===== src/rtl/datapath_pkg.sv =====
// -----------------------------------------------------------------------------
// datapath_pkg
// Shared encodings for the self-sequencing datapath: ALU op and B-shifter
// codes, the sequencer state enum, the {V,N,Z} status bit positions and a
// helper that sizes register-address fields from the register-file depth.
// -----------------------------------------------------------------------------
package datapath_pkg;

  typedef enum logic [1:0] {
    ALU_ADD = 2'b00,
    ALU_SUB = 2'b01,
    ALU_AND = 2'b10,
    ALU_MVN = 2'b11
  } alu_op_e;

  typedef enum logic [1:0] {
    SH_NONE = 2'b00,
    SH_LSL1 = 2'b01,
    SH_LSR1 = 2'b10,
    SH_ASR1 = 2'b11
  } shift_e;

  typedef enum logic [1:0] {
    ST_IDLE  = 2'b00,
    ST_READ  = 2'b01,
    ST_EXEC  = 2'b10,
    ST_WRITE = 2'b11
  } state_e;

  // Bit positions inside the 3-bit status word {V,N,Z}.
  localparam int unsigned STAT_V = 2;
  localparam int unsigned STAT_N = 1;
  localparam int unsigned STAT_Z = 0;

  // Register-address width for a register file of depth n (never below 1).
  function automatic int unsigned rw_of(input int unsigned n);
    return (n > 1) ? $clog2(n) : 1;
  endfunction

endpackage


===== src/rtl/datapath_seq_if.sv =====
// -----------------------------------------------------------------------------
// datapath_seq_if
// Request/completion bundle between a controller (master) and datapath_seq
// (slave). One register-transfer operation is offered per req_valid/req_ready
// handshake; done pulses once when its write-back stage has finished.
//   req_valid/req_ready : handshake, accepted when both high at a rising edge
//   req_op, req_shift   : ALU operation and B-operand shift
//   req_rn/rm/rd        : A source, B source, destination register
//   req_asel_zero       : A operand forced to 0
//   req_bsel_imm        : B operand taken from req_imm
//   req_write           : perform register write-back
//   req_vsel_in         : write back external data instead of C
//   req_loads           : update status flags
//   done                : one-cycle completion pulse
// -----------------------------------------------------------------------------
interface datapath_seq_if #(
  parameter int WIDTH = 16,
  parameter int NREGS = 8
);

  localparam int RW = datapath_pkg::rw_of(NREGS);

  logic             req_valid;
  logic             req_ready;
  logic [1:0]       req_op;
  logic [1:0]       req_shift;
  logic [RW-1:0]    req_rn;
  logic [RW-1:0]    req_rm;
  logic [RW-1:0]    req_rd;
  logic             req_asel_zero;
  logic             req_bsel_imm;
  logic [WIDTH-1:0] req_imm;
  logic             req_write;
  logic             req_vsel_in;
  logic             req_loads;
  logic             done;

  modport master (
    output req_valid, req_op, req_shift, req_rn, req_rm, req_rd,
           req_asel_zero, req_bsel_imm, req_imm, req_write, req_vsel_in,
           req_loads,
    input  req_ready, done
  );

  modport slave (
    input  req_valid, req_op, req_shift, req_rn, req_rm, req_rd,
           req_asel_zero, req_bsel_imm, req_imm, req_write, req_vsel_in,
           req_loads,
    output req_ready, done
  );

endinterface


===== src/rtl/datapath_seq_regfile.sv =====
// -----------------------------------------------------------------------------
// datapath_seq_regfile
// NREGS x WIDTH register file with one write port, two read selects whose
// data the sequencer captures into its A/B registers, and a combinational
// debug read port. All entries clear asynchronously on rst; entry 0 is an
// ordinary writable register.
//   clk, rst               : clock, async active-high reset
//   i_we, i_waddr, i_wdata : write port (takes effect at the rising edge)
//   i_raddr_a/o_rdata_a    : A read select / data
//   i_raddr_b/o_rdata_b    : B read select / data
//   i_dbg_addr/o_dbg_data  : debug read
// -----------------------------------------------------------------------------
module datapath_seq_regfile
  import datapath_pkg::*;
#(
  parameter int WIDTH = 16,
  parameter int NREGS = 8
) (
  input  logic                      clk,
  input  logic                      rst,
  input  logic                      i_we,
  input  logic [rw_of(NREGS)-1:0]   i_waddr,
  input  logic [WIDTH-1:0]          i_wdata,
  input  logic [rw_of(NREGS)-1:0]   i_raddr_a,
  input  logic [rw_of(NREGS)-1:0]   i_raddr_b,
  input  logic [rw_of(NREGS)-1:0]   i_dbg_addr,
  output logic [WIDTH-1:0]          o_rdata_a,
  output logic [WIDTH-1:0]          o_rdata_b,
  output logic [WIDTH-1:0]          o_dbg_data
);

  logic [WIDTH-1:0] r_mem [NREGS];

  always_ff @(posedge clk or posedge rst) begin
    if (rst) begin
      for (int i = 0; i < NREGS; i++) begin
        r_mem[i] <= '0;
      end
    end else if (i_we) begin
      r_mem[i_waddr] <= i_wdata;
    end
  end

  assign o_rdata_a  = r_mem[i_raddr_a];
  assign o_rdata_b  = r_mem[i_raddr_b];
  assign o_dbg_data = r_mem[i_dbg_addr];

endmodule


===== src/rtl/datapath_seq.sv =====
// -----------------------------------------------------------------------------
// datapath_seq
// Self-sequencing register-transfer datapath. A request accepted in IDLE is
// latched into an op register and then walks READ -> EXEC -> WRITE -> IDLE:
//   READ  : A/B operands captured from the register file or immediate/zero
//   EXEC  : B shifted, ALU result captured into C, optional {V,N,Z} update
//   WRITE : optional write-back of C or datapath_in; done pulses next cycle
// Ports:
//   clk, reset     : clock, async active-high reset (clears all state)
//   bus            : request/completion interface (slave side)
//   datapath_in    : external write-back data, sampled at the WRITE edge
//   datapath_out   : C register
//   status         : {V,N,Z}
//   dbg_addr/data  : combinational register-file peek
// -----------------------------------------------------------------------------
module datapath_seq
  import datapath_pkg::*;
#(
  parameter int WIDTH = 16,
  parameter int NREGS = 8
) (
  input  logic                     clk,
  input  logic                     reset,
  datapath_seq_if.slave            bus,
  input  logic [WIDTH-1:0]         datapath_in,
  output logic [WIDTH-1:0]         datapath_out,
  output logic [2:0]               status,
  input  logic [rw_of(NREGS)-1:0]  dbg_addr,
  output logic [WIDTH-1:0]         dbg_data
);

  localparam int RW = rw_of(NREGS);

  // Sequencer
  state_e                   r_state;
  state_e                   w_next;
  logic                     w_ready;
  logic                     w_accept;
  logic                     w_we;

  // Op register
  alu_op_e                  r_op;
  shift_e                   r_shift;
  logic [RW-1:0]            r_rn;
  logic [RW-1:0]            r_rm;
  logic [RW-1:0]            r_rd;
  logic                     r_asel_zero;
  logic                     r_bsel_imm;
  logic [WIDTH-1:0]         r_imm;
  logic                     r_write;
  logic                     r_vsel_in;
  logic                     r_loads;

  // Datapath
  logic signed [WIDTH-1:0]  r_a;
  logic signed [WIDTH-1:0]  r_b;
  logic signed [WIDTH-1:0]  r_c;
  logic [2:0]               r_status;
  logic                     r_done;
  logic [WIDTH-1:0]         w_rdata_a;
  logic [WIDTH-1:0]         w_rdata_b;
  logic [WIDTH-1:0]         w_wdata;
  logic signed [WIDTH-1:0]  w_bs;
  logic signed [WIDTH-1:0]  w_result;
  logic                     w_ovf;

  // One-position B shifter; LSR fills with zero, ASR replicates the sign.
  function automatic logic signed [WIDTH-1:0] f_shift(
    input logic signed [WIDTH-1:0] b,
    input shift_e                  sh
  );
    case (sh)
      SH_LSL1: f_shift = b <<< 1;
      SH_LSR1: f_shift = $signed({1'b0, b[WIDTH-1:1]});
      SH_ASR1: f_shift = b >>> 1;
      default: f_shift = b;
    endcase
  endfunction

  // ALU returning {overflow, result}. Overflow is the two's-complement
  // signed overflow of ADD/SUB and is always 0 for the logic ops.
  function automatic logic [WIDTH:0] f_alu(
    input logic signed [WIDTH-1:0] a,
    input logic signed [WIDTH-1:0] b,
    input alu_op_e                 op
  );
    logic signed [WIDTH-1:0] r;
    logic                    v;
    r = '0;
    v = 1'b0;
    case (op)
      ALU_ADD: begin
        r = a + b;
        v = (a[WIDTH-1] == b[WIDTH-1]) && (r[WIDTH-1] != a[WIDTH-1]);
      end
      ALU_SUB: begin
        r = a - b;
        v = (a[WIDTH-1] != b[WIDTH-1]) && (r[WIDTH-1] != a[WIDTH-1]);
      end
      ALU_AND: r = a & b;
      default: r = ~b;
    endcase
    f_alu = {v, r};
  endfunction

  // Sequencer: state register
  always_ff @(posedge clk or posedge reset) begin
    if (reset) begin
      r_state <= ST_IDLE;
    end else begin
      r_state <= w_next;
    end
  end

  // Sequencer: next state and per-state strobes
  always_comb begin
    w_next  = r_state;
    w_ready = 1'b0;
    w_we    = 1'b0;
    case (r_state)
      ST_IDLE: begin
        w_ready = 1'b1;
        if (bus.req_valid) begin
          w_next = ST_READ;
        end
      end
      ST_READ:  w_next = ST_EXEC;
      ST_EXEC:  w_next = ST_WRITE;
      ST_WRITE: begin
        w_next = ST_IDLE;
        w_we   = r_write;
      end
      default:  w_next = ST_IDLE;
    endcase
  end

  assign w_accept = w_ready & bus.req_valid;

  // Accept: request fields frozen for the whole operation
  always_ff @(posedge clk or posedge reset) begin
    if (reset) begin
      r_op        <= ALU_ADD;
      r_shift     <= SH_NONE;
      r_rn        <= '0;
      r_rm        <= '0;
      r_rd        <= '0;
      r_asel_zero <= 1'b0;
      r_bsel_imm  <= 1'b0;
      r_imm       <= '0;
      r_write     <= 1'b0;
      r_vsel_in   <= 1'b0;
      r_loads     <= 1'b0;
    end else if (w_accept) begin
      r_op        <= alu_op_e'(bus.req_op);
      r_shift     <= shift_e'(bus.req_shift);
      r_rn        <= bus.req_rn;
      r_rm        <= bus.req_rm;
      r_rd        <= bus.req_rd;
      r_asel_zero <= bus.req_asel_zero;
      r_bsel_imm  <= bus.req_bsel_imm;
      r_imm       <= bus.req_imm;
      r_write     <= bus.req_write;
      r_vsel_in   <= bus.req_vsel_in;
      r_loads     <= bus.req_loads;
    end
  end

  assign w_bs                = f_shift(r_b, r_shift);
  assign {w_ovf, w_result}   = f_alu(r_a, w_bs, r_op);

  // READ -> EXEC boundary: operand capture; EXEC -> WRITE boundary: C/flags
  always_ff @(posedge clk or posedge reset) begin
    if (reset) begin
      r_a      <= '0;
      r_b      <= '0;
      r_c      <= '0;
      r_status <= '0;
    end else begin
      case (r_state)
        ST_READ: begin
          r_a <= r_asel_zero ? '0 : $signed(w_rdata_a);
          r_b <= r_bsel_imm ? $signed(r_imm) : $signed(w_rdata_b);
        end
        ST_EXEC: begin
          r_c <= w_result;
          if (r_loads) begin
            r_status[STAT_Z] <= (w_result == '0);
            r_status[STAT_N] <= w_result[WIDTH-1];
            r_status[STAT_V] <= w_ovf;
          end
        end
        default: ;
      endcase
    end
  end

  // WRITE -> IDLE boundary: completion pulse for the cycle after write-back
  always_ff @(posedge clk or posedge reset) begin
    if (reset) begin
      r_done <= 1'b0;
    end else begin
      r_done <= (r_state == ST_WRITE);
    end
  end

  assign w_wdata = r_vsel_in ? datapath_in : r_c;

  datapath_seq_regfile #(
    .WIDTH (WIDTH),
    .NREGS (NREGS)
  ) u_regfile (
    .clk        (clk),
    .rst        (reset),
    .i_we       (w_we),
    .i_waddr    (r_rd),
    .i_wdata    (w_wdata),
    .i_raddr_a  (r_rn),
    .i_raddr_b  (r_rm),
    .i_dbg_addr (dbg_addr),
    .o_rdata_a  (w_rdata_a),
    .o_rdata_b  (w_rdata_b),
    .o_dbg_data (dbg_data)
  );

  assign bus.req_ready = w_ready;
  assign bus.done      = r_done;
  assign datapath_out  = r_c;
  assign status        = r_status;

endmodule


===== src/flat_wrapper.sv =====
// flat-port wrapper written by rule: the top's interface ports become plain ports
module datapath_seq_flat import datapath_pkg::*;
#(
  parameter int WIDTH = 16,
  parameter int NREGS = 8
)
  (clk, reset, datapath_in, datapath_out, status, dbg_addr, dbg_data, bus_req_valid, bus_req_op, bus_req_shift, bus_req_rn, bus_req_rm, bus_req_rd, bus_req_asel_zero, bus_req_bsel_imm, bus_req_imm, bus_req_write, bus_req_vsel_in, bus_req_loads, bus_req_ready, bus_done);
  datapath_seq_if #(.WIDTH(WIDTH), .NREGS(NREGS)) bus_i ();
  input  logic clk;
  input  logic reset;
  input  logic [WIDTH-1:0] datapath_in;
  output logic [WIDTH-1:0] datapath_out;
  output logic [2:0] status;
  input  logic [rw_of(NREGS)-1:0] dbg_addr;
  output logic [WIDTH-1:0] dbg_data;
  input wire logic [$bits(bus_i.req_valid)-1:0] bus_req_valid;
  input wire logic [$bits(bus_i.req_op)-1:0] bus_req_op;
  input wire logic [$bits(bus_i.req_shift)-1:0] bus_req_shift;
  input wire logic [$bits(bus_i.req_rn)-1:0] bus_req_rn;
  input wire logic [$bits(bus_i.req_rm)-1:0] bus_req_rm;
  input wire logic [$bits(bus_i.req_rd)-1:0] bus_req_rd;
  input wire logic [$bits(bus_i.req_asel_zero)-1:0] bus_req_asel_zero;
  input wire logic [$bits(bus_i.req_bsel_imm)-1:0] bus_req_bsel_imm;
  input wire logic [$bits(bus_i.req_imm)-1:0] bus_req_imm;
  input wire logic [$bits(bus_i.req_write)-1:0] bus_req_write;
  input wire logic [$bits(bus_i.req_vsel_in)-1:0] bus_req_vsel_in;
  input wire logic [$bits(bus_i.req_loads)-1:0] bus_req_loads;
  output wire logic [$bits(bus_i.req_ready)-1:0] bus_req_ready;
  output wire logic [$bits(bus_i.done)-1:0] bus_done;
  assign bus_i.req_valid = bus_req_valid;
  assign bus_i.req_op = bus_req_op;
  assign bus_i.req_shift = bus_req_shift;
  assign bus_i.req_rn = bus_req_rn;
  assign bus_i.req_rm = bus_req_rm;
  assign bus_i.req_rd = bus_req_rd;
  assign bus_i.req_asel_zero = bus_req_asel_zero;
  assign bus_i.req_bsel_imm = bus_req_bsel_imm;
  assign bus_i.req_imm = bus_req_imm;
  assign bus_i.req_write = bus_req_write;
  assign bus_i.req_vsel_in = bus_req_vsel_in;
  assign bus_i.req_loads = bus_req_loads;
  assign bus_req_ready = bus_i.req_ready;
  assign bus_done = bus_i.done;
  datapath_seq #(.WIDTH(WIDTH), .NREGS(NREGS)) u_core (.clk(clk), .reset(reset), .bus(bus_i), .datapath_in(datapath_in), .datapath_out(datapath_out), .status(status), .dbg_addr(dbg_addr), .dbg_data(dbg_data));
endmodule

===== config.mk =====
export PLATFORM = sky130hd
export DESIGN_NAME = datapath_seq_flat
export DESIGN_NICKNAME = d
export VERILOG_FILES = /design/src/rtl/datapath_pkg.sv /design/src/rtl/datapath_seq_if.sv /design/src/rtl/datapath_seq_regfile.sv /design/src/rtl/datapath_seq.sv /design/src/flat_wrapper.sv
export SDC_FILE = /design/constraint.sdc
export NUM_CORES = 1
export LEC_CHECK = 0
export CORE_MARGIN = 8
export CORE_UTILIZATION = 55
export CTS_CLUSTER_DIAMETER = 150
export DETAILED_ROUTE_END_ITERATION = 16
export PLACE_DENSITY = 0.78
export SETUP_SLACK_MARGIN = 0.02
export SYNTH_ARGS = -nofsm -noshare
export SYNTH_HDL_FRONTEND = slang
export SYNTH_HIERARCHICAL = 1
export SYNTH_SLANG_ARGS = --single-unit

===== constraint.sdc =====
create_clock -name clk -period 4.5 [get_ports clk]
set_clock_uncertainty 0.15 [all_clocks]
set_input_delay 0.675 -clock clk [delete_from_list [all_inputs] [get_ports clk]]
set_output_delay 0.675 -clock clk [all_outputs]
set_load 0.02 [all_outputs]

==> summary.md <==
| Metric | Value |
|---|---|
| Outcome | `complete, no violations` |
| Post-synth top area cell | `dfrtp_1` |
| Max-slew violations | `0` |
| Util after Layout | `63.5%` |
| Syn avg cell area | `12.7 sq um` |
| Vias per cell | `6.51` |
| Worst-path clk slew | `0.06 ns` |
| Power Density | `820 nW/um^2` |
| Post-synthesis cell count | `1,113` |
| Yosys top cell area share | `38.1%` |
| R2r endpoint | `u_core/datapath_out[15]` |
| HP Start | `u_core/status[2]` |
| Max-capacitance violation count | `0` |
| # setup viols final | `0` |
| Leakage | `7.12 nW` |
| Sequential-to-total area share from yosys stat | `38.1%` |
| Post-synth EDFFs | `0` |
| Grt ovf | `0` |
| WL final | `37,300 um` |
| Worst slew margin | `21.2%` |
| Distinct cells, synth | `76` |
| Core ar. | `25,300 sq um` |
| Port Buf Inserts | `92` |
| Worst slack at placement | `0.518 ns` |
| CTS Root Cell | `clkbuf_16` |
| Initial antenna violation count | `0` |
| Die area | `31,200 sq um` |
| CTS Buf Count | `25` |
| Fin. Hold Viols | `0` |
| Die W | `177 um` |
| R2R depth | `13` |
| Hold slack | `0.343 ns` |
| Worst Setup SP | `u_core/r_shift[0]` |
| Via count | `9,894` |
| RR Startpoint | `u_core/r_shift[0]` |
| Post-CTS Setup Repair Bufs | `0` |
| DP HPWL | `25,100 um` |
| CTS sink cnt | `216` |
| TritonCTS clock tree | `built` |
| Synth area leaders | `dfrtp_1, mux2_2, mux4_1` |
| Bufs on Longest Clock Path | `3` |
| Number of synthesized register bits | `216` |
| Fin Setup TNS | `0 ns` |
| Post_cts resized | `0` |
| Critical path type | `reg -> reg` |
| IO Pins | `93` |
| Die Ht | `177 um` |
| Routability cong. | `0.921` |
| Worst Tran Pin Value | `1.18 ns` |
| H-tree Lvls | `1` |
| Drc violations | `0` |
| Row count | `58` |
| Syn-to-layout area delta | `13.1%` |
| Final #Nets | `1,267` |
| Reg-to-reg slack, setup | `0.43 ns` |
| Routed len/inst | `24.5 um` |
| Crit-path max FO | `10` |
| Placed inst area | `15,200 sq um` |
| VDD IR max | `0.489 mV` |
| Minimum clock period | `4.07 ns` |
| Req. time, crit path | `4.77 ns` |
| Yosys warning count | `6` |
| Pin count of the biggest net entering global routing | `129` |
| # hold bufs at CTS | `0` |
| N_diodes | `0` |
| Setup slack after layout | `0.431 ns` |
| Global-route wire length before repair | `58,600 um` |
| Clock Latency Late Sink | `0.55 ns` |
| Post-Syn Area | `14,200 sq um` |
| Vias in the first global route | `10,021` |
| Asr flop ratio synth | `100%` |
| Finished Cell Area | `16,000 sq um` |
| Worst min path class | `reg -> reg` |
| Count leader, synth | `mux2_2` |
| Gr usage total | `23.9%` |
| Initial Util | `56.1%` |
| Fmax achieved | `0.246 GHz` |
| Layout cell share with drive strength beyond 1 | `31.0%` |
| ANT nets after route | `0` |
| Startpoint type of the worst setup path | `flop` |
| Syn nets | `1,210` |
| Top FF cell, synth | `dfrtp_1` |
| Final Cycle Share | `90.4%` |
| Synth top cells by count | `mux2_2, dfrtp_1, inv_1, nor2_1, nand2_1` |
| Critical path capture point type | `flop` |
| RSZ-0062 raised after global routing | `false` |
| Worst setup path end | `u_core/datapath_out[15]` |
| Drt initial violations | `964` |
| Pre-antenna DRT Iters | `7` |
| Worst EP arrival | `4.34 ns` |
power breakdown:
| part | switching, W | internal (W) | leakage (nW) | total (W) |
|---|---|---|---|---|
| Clock | 0.000878 | 0.00125 | 0.414 | 0.00213 |
| Sequential | 0.00117 | 0.00279 | 2.73 | 0.00396 |
| Combinational | 0.00348 | 0.00359 | 3.98 | 0.00707 |
| Total | 0.00552 | 0.00763 | 7.12 | 0.0132 |
placed cells by master, fill, tap and decap left out, drive strengths merged, types with 3 or more instances in the layout:
cell type        n
xnor2           10
clkdlybuf4s50   91
dfrtp          216
o21ai           43
a2111oi          4
o211ai           6
nand4b           3
o22ai            4
mux2           236
o31ai            7
a21oi           50
bufinv           3
clkbuf          31
inv             58
clkinv           5
a31oi            5
nor2b            9
mux4            98
nor4             5
o21bai           4
o221ai           3
mux2i           38
a211oi           9
nand3            3
clkinvlp         3
o21a            10
nand2           51
buf             22
nand2b           7
nor3            12
a21o             4
nor2            52
a221o            3
a22o             3
ha              39
or3              5
stage by stage:
stage          total power [W]  instances
5_1_grt                 0.0140       1519
2_1_floorplan          0.00899       1113
4_1_cts                 0.0131       1519
3_3_place_gp            0.0107       1473
6_report                0.0132       1519
3_5_place_dp            0.0109       1473
cell families (layout without fill, tap and decap cells):
logic type               count (synthesis)  after routing  synth area share [%]
multiplexers                           372            372                  38.4
flip-flops                             216            216                  38.1
AO/OA/AOI/OAI                          174            174                  7.94
AND/OR/NAND/NOR                        162            162                  5.80
buffers and inverters                  137            213                  5.32
adder cells (fa/ha/maj)                 41             41                  3.73
XOR/XNOR                                11             11                 0.680
metal layers:
metal  GRT usage [%]  routed length [um]
met4            7.46                1060
met3            4.32                2520
met2            39.1               18400
met5           0.160                   0
met1            31.9               15300
how the worst min path moves through the flow:
stage               slack, ns  depth (start not counted)                to
finish                   0.34                          2  u_core/status[2]
global route             0.38                          1   u_core/r_imm[5]
CTS                      0.35                          2  u_core/status[2]
detailed placement       0.34                          1    u_core/r_a[14]
global placement         0.33                          1    u_core/r_a[14]
floorplan                0.30                          1    u_core/r_a[14]
flip-flops by register name, indices dropped and copies added (netlist names):
| signal | count |
|---|---|
| u_core/r_imm | 16 |
| u_core/r_rn | 3 |
| u_core/r_rm | 3 |
| u_core/r_asel_zero | 1 |
| u_core/r_write | 1 |
| u_core/u_regfile/r_mem | 128 |
| u_core/r_loads | 1 |
| u_core/r_b | 16 |
| u_core/r_bsel_imm | 1 |
| u_core/r_shift | 2 |
| u_core/r_vsel_in | 1 |
| u_core/r_state | 2 |
| u_core/r_op | 2 |
| u_core/r_a | 16 |
| u_core/bus.done | 1 |
| u_core/status | 3 |
| u_core/r_rd | 3 |
| u_core/datapath_out | 16 |
area by class of cell:
cell class                 count  area, sq um
fill                        1900         9220
multi-input combinational    760         8050
sequential                   216         5410
timing repair buffer         113         1100
clock buffer                  31          668
tap                          330          413
inverter                      54          208
clock inverter                15          195
critical path, stage by stage, from the launching register on:
cell and delay, ns:
dfrtp_1 0.61, mux2_4 0.35, mux2i_2 0.20, inv_1 0.09, ha_1 0.35, inv_1 0.09
o221ai_1 0.41, a21oi_1 0.17, o311a_1 0.36, o31ai_1 0.41, mux2i_1 0.16, xnor2_1 0.17
o21a_1 0.18, mux2_2 0.25
No activity file was read; power rests on OpenSTA's default activity.
